--- src/rtl/ifetch_queue.sv ---
// rtl/ifetch_queue.sv - instruction fetch request engine with in-order decode queue
module ifetch_queue #(
  parameter int DEPTH  = 4,
  parameter int ADDR_W = 32,
  parameter int DATA_W = 32
) (
  input  logic                     clk,
  input  logic                     rst_n,
  input  logic                     run,
  input  logic [ADDR_W-1:0]        pc,
  output logic                     stall,
  input  logic                     flush,
  output logic                     imem_req,
  output logic [ADDR_W-1:0]        imem_addr,
  input  logic                     imem_gnt,
  input  logic                     imem_rvalid,
  input  logic [DATA_W-1:0]        imem_rdata,
  output logic                     dec_valid,
  input  logic                     dec_ready,
  output logic [DATA_W-1:0]        dec_instr,
  output logic [ADDR_W-1:0]        dec_pc,
  output logic [$clog2(DEPTH):0]   count
);

  localparam int PTR_W = $clog2(DEPTH);
  localparam int CNT_W = PTR_W + 1;
  localparam logic [CNT_W-1:0] DEPTH_C = CNT_W'(DEPTH);

  localparam logic [1:0] S_IDLE  = 2'd0;
  localparam logic [1:0] S_REQ   = 2'd1;
  localparam logic [1:0] S_WAIT  = 2'd2;
  localparam logic [1:0] S_DRAIN = 2'd3;

  logic [1:0]        state, state_next;
  logic [ADDR_W-1:0] req_pc;
  logic [DATA_W-1:0] instr_mem [DEPTH];
  logic [ADDR_W-1:0] pc_mem    [DEPTH];
  logic [PTR_W-1:0]  head, tail;
  logic [CNT_W-1:0]  count_q, count_next;
  logic              kill, push, pop, in_req;

  // run=0 is treated exactly like a flush held high
  assign kill   = flush | ~run;
  assign in_req = (state == S_REQ);

  assign imem_req  = in_req & ~kill;
  assign imem_addr = in_req ? pc : '0;

  // pc only moves when its fetch is granted, and always moves on a redirect
  assign stall = rst_n & run & ~flush & ~(imem_req & imem_gnt);

  // a response is kept only when it arrives for a live request
  assign push = (state == S_WAIT) & imem_rvalid & ~kill;
  assign pop  = dec_ready & dec_valid & ~kill;

  assign count_next = count_q + CNT_W'(push) - CNT_W'(pop);

  assign count     = count_q;
  assign dec_valid = (count_q != '0);
  assign dec_instr = dec_valid ? instr_mem[head] : '0;
  assign dec_pc    = dec_valid ? pc_mem[head] : '0;

  // next-state logic; credit reserves a slot for the single outstanding request
  always_comb begin
    state_next = state;
    case (state)
      S_IDLE: begin
        if (!kill && (count_q < DEPTH_C))
          state_next = S_REQ;
      end
      S_REQ: begin
        if (kill)
          state_next = imem_gnt ? S_DRAIN : S_IDLE;
        else if (imem_gnt)
          state_next = S_WAIT;
      end
      S_WAIT: begin
        if (kill)
          state_next = imem_rvalid ? S_IDLE : S_DRAIN;
        else if (imem_rvalid)
          state_next = (count_next < DEPTH_C) ? S_REQ : S_IDLE;
      end
      default: begin
        if (imem_rvalid)
          state_next = S_IDLE;
      end
    endcase
  end

  // state register and address of the request in flight
  always_ff @(posedge clk or negedge rst_n) begin
    if (!rst_n) begin
      state  <= S_IDLE;
      req_pc <= '0;
    end else begin
      state <= state_next;
      if (imem_req && imem_gnt)
        req_pc <= pc;
    end
  end

  // queue pointers and occupancy; a kill empties the queue and drops any pop
  always_ff @(posedge clk or negedge rst_n) begin
    if (!rst_n) begin
      head    <= '0;
      tail    <= '0;
      count_q <= '0;
    end else if (kill) begin
      head    <= '0;
      tail    <= '0;
      count_q <= '0;
    end else begin
      if (push)
        tail <= tail + PTR_W'(1);
      if (pop)
        head <= head + PTR_W'(1);
      count_q <= count_next;
    end
  end

  // queue storage; contents are only visible through a valid head
  always_ff @(posedge clk) begin
    if (push) begin
      instr_mem[tail] <= imem_rdata;
      pc_mem[tail]    <= req_pc;
    end
  end

endmodule

--- config.mk ---
export PLATFORM = sky130hd
export DESIGN_NAME = ifetch_queue
export DESIGN_NICKNAME = d
export VERILOG_FILES = /design/src/rtl/ifetch_queue.sv
export SDC_FILE = /design/constraint.sdc
export NUM_CORES = 1
export LEC_CHECK = 0
export CORE_MARGIN = 5
export CORE_UTILIZATION = 45
export DETAILED_ROUTE_END_ITERATION = 6
export HOLD_SLACK_MARGIN = 0.15
export PLACE_DENSITY = 0.68
export SKIP_CTS_REPAIR_TIMING = 1
export SLEW_MARGIN = 20
export SYNTH_ARGS = -nofsm -noshare
export SYNTH_HDL_FRONTEND = slang
export SYNTH_SLANG_ARGS = --single-unit
--- constraint.sdc ---
create_clock -name clk -period 4.8 [get_ports clk]
set_input_delay 1.44 -clock clk [delete_from_list [all_inputs] [get_ports clk]]
set_output_delay 1.44 -clock clk [all_outputs]
set_load 0.01 [all_outputs]
==> metrics <==
Met1 Routed Length 10.09 mm; hpwl dp between 10 and 15 mm; die width about 170 µm; largest fanout on the critical path 5; row count between 50 and 60; CTS root buf clkbuf_16; #FFs+latches synth 297; I/O Pins approximately 170; sequential cell area fraction in the yosys report 74.06%; max-slew violations 0; final period utilization 93.83%; Finished Core Util 57.17%; DRT iter0 DRCs 402; die area 29480 µm²; diode count 0; total power 6186 µW; vias in the first global route 6487; Mapped Area 11770 µm²; Worst Path Required 3.36 ns; clk buf depth 3; Vias/cell 5.250; Total Routing Usage GR between 10% and 20%; Peak Freq 222.0 MHz; total congestion overflow 0; Reg clk slew, reported paths approximately 0.060 ns; max-capacitance violation count 0; leakage 0.005031 µW; Post-DRT Antenna Nets 0; Synth warnings 0; CP arrival 3.06 ns; FFs w/ async S/R, synth ~14%; Worst Skew 0.01104 ns; initial antenna violation count 1; Cells after Synth 571; final hold vios 0; syn_nets 649; met3 routed WL 1.533 mm; worst vdd ir about 0.26 mV; P&R area growth vs syn 25.91%; Hold Crit Class register to register; final setup TNS 0 ns; run status finished clean; Crit path largest cell delay 0.53 ns; max_slew headroom 52.15%; endpoints failing setup 0; ys flop type edfxtp_1; Cell variety after synth 29; TritonCTS clock tree built; EDFF count, synth 256; clk_lat worst skew 0.53 ns; slowest CP cell clkdlybuf4s50_1; nets@finish 837; Pwr Density between 400 and 500 nW/µm²; number of port buffers 172; # fillers 1910; highest metal used met5; share of layout cells above drive strength 1 21.00%; Starting Density about 45%; Setup crit end kind output pin; Most common cell on crit path clkdlybuf4s50_1; first-pass GRT wire length 36.34 mm; htree depth 1; DRC Markers 0; syn avg cell area 20.60 µm²; Num CTS Buffers 29; CTS sink count 297; GP Congestion 0.7128; CP Launch Type input pin; first-pass iteration count of the detailed router 4; RSZ-0062 raised after global routing no; core area between 20000 and 30000 µm²; Worst Max-Slew Pin Slew 0.7178 ns; largest net degree at the start of global routing 67; Final Critical Period 4.504 ns; pre-CTS setup slack ~0.31 ns; critical-path cell list clkdlybuf4s50_1, and2b_1, and2_4, nand2_4, and3_1, clkdlybuf4s50_1; critical path type input pin to output pin; Routed WL 23.48 mm; Via Count 5859; routed length per instance 21.04 µm; slack of the critical path between 0.2 and 0.3 ns; Die H 171.7 µm; DR WL met2 11.38 mm
==> where the power goes <==
| group | switching, µW | total (µW) | leakage, µW | internal (µW) |
|---|---|---|---|---|
| sequential | 187 | 3320 | 0.00281 | 3130 |
| clock | 897 | 2110 | 0.000438 | 1210 |
| combinational | 283 | 758 | 0.00178 | 475 |
| total | 1370 | 6190 | 0.00503 | 4820 |
==> worst paths after layout <==
path,start,endpoint,slack (ns),depth (start not counted)
worst min-delay path,req_pc[28]$_DFFE_PN0P_,pc_mem[1][28]$_DFFE_PP_,0.52,0
worst max-delay path,flush,stall,0.30,6
min in group asynchronous,rst_n,req_pc[20]$_DFFE_PN0P_,1.06,2
worst min register to register,req_pc[28]$_DFFE_PN0P_,pc_mem[1][28]$_DFFE_PP_,0.52,0
max in group asynchronous,rst_n,head[1]$_DFFE_PN0P_,3.27,2
worst max register to register,count[1]$_DFF_PN0_,state[0]$_DFFE_PN0P_,1.54,13
==> flip-flops by register name, summed over array words and instances, names as in the netlist <==
name	count
count	3
head	2
instr_mem	128
tail	2
state	2
pc_mem	128
req_pc	32
==> per-layer routing <==
layer | track usage, % | up-vias
li1 | - | 2604
met1 | 21.93 | 3022
met2 | 26.51 | 189
met3 | 2.988 | 42
met4 | 3.755 | 2
met5 | 0 | -
==> synth_stat cells, types with 2 or more instances <==
library cell / instances / area share (%)
mux4_2: 64 / 12
o21ai_0: 3 / 0.13
mux2_2: 3 / 0.29
buf_6: 8 / 0.77
and2_1: 102 / 5.4
inv_1: 5 / 0.16
xor2_1: 3 / 0.22
nand2_1: 7 / 0.22
nor2_1: 7 / 0.22
buf_2: 8 / 0.34
edfxtp_1: 256 / 65
clkbuf_1: 12 / 0.38
nand2b_1: 2 / 0.11
xnor2_1: 3 / 0.22
ha_1: 6 / 0.64
mux2_4: 29 / 3.7
dfrtp_1: 41 / 8.7
==> worst max-delay path, delay by kind of cell <==
family	cells	cell delay, ns
buf+inv	2	0.99
simple gates	4	0.63
==> area by class of cell <==
cell class / count / area [µm²] / share of cell area, %
inverter: 5 / 18.77 / 0.1267
clock buffer: 33 / 740.7 / 5.000
clock inverter: 20 / 151.4 / 1.022
sequential: 297 / 8721 / 58.87
tap: 335 / 419.2 / 2.830
timing repair buffer: 185 / 1889 / 12.75
multi-input combinational: 241 / 2873 / 19.39
==> logic make-up (layout without fill, tap and decap cells) <==
family / after synthesis / in the layout / synth area share [%]
flip-flops: 297 / 297 / 74.06
AND/OR/NAND/NOR: 126 / 126 / 6.487
multiplexers: 96 / 96 / 16.24
buffers and inverters: 33 / 243 / 1.648
adder cells (fa/ha/maj): 7 / 7 / 0.8082
AO/OA/AOI/OAI: 6 / 6 / 0.3084
XOR/XNOR: 6 / 6 / 0.4467
==> through the flow <==
step	hold WS, ns	cell area (µm²)	cells
after floorplan	0.4709	11770	571
after global placement	0.4888	13920	1063
after detailed placement	0.4997	13920	1063
after CTS	0.5154	14810	1116
after global routing	0.5350	14810	1116
final	0.5177	14810	1116
==> cells in the final DEF, fill, tap and decap left out, types with 2 or more instances in the layout <==
cell type	synthesis	routed
and2_1	102	98
and2_4	1	5
buf_12	0	6
buf_4	0	7
bufinv_16	0	2
clkbuf_1	12	4
clkbuf_16	0	29
clkdlybuf4s50_1	0	171
clkinv_1	0	5
clkinv_2	0	10
clkinvlp_4	0	3
dfrtp_1	41	39
dfrtp_4	0	2
edfxtp_1	256	256
ha_1	6	6
inv_1	5	5
mux2_2	3	3
mux2_4	29	29
mux4_2	64	64
nand2_1	7	7
nand2b_1	2	2
nor2_1	7	7
o21ai_0	3	3
xnor2_1	3	3
xor2_1	3	3
No activity file was read; power rests on OpenSTA's default activity.
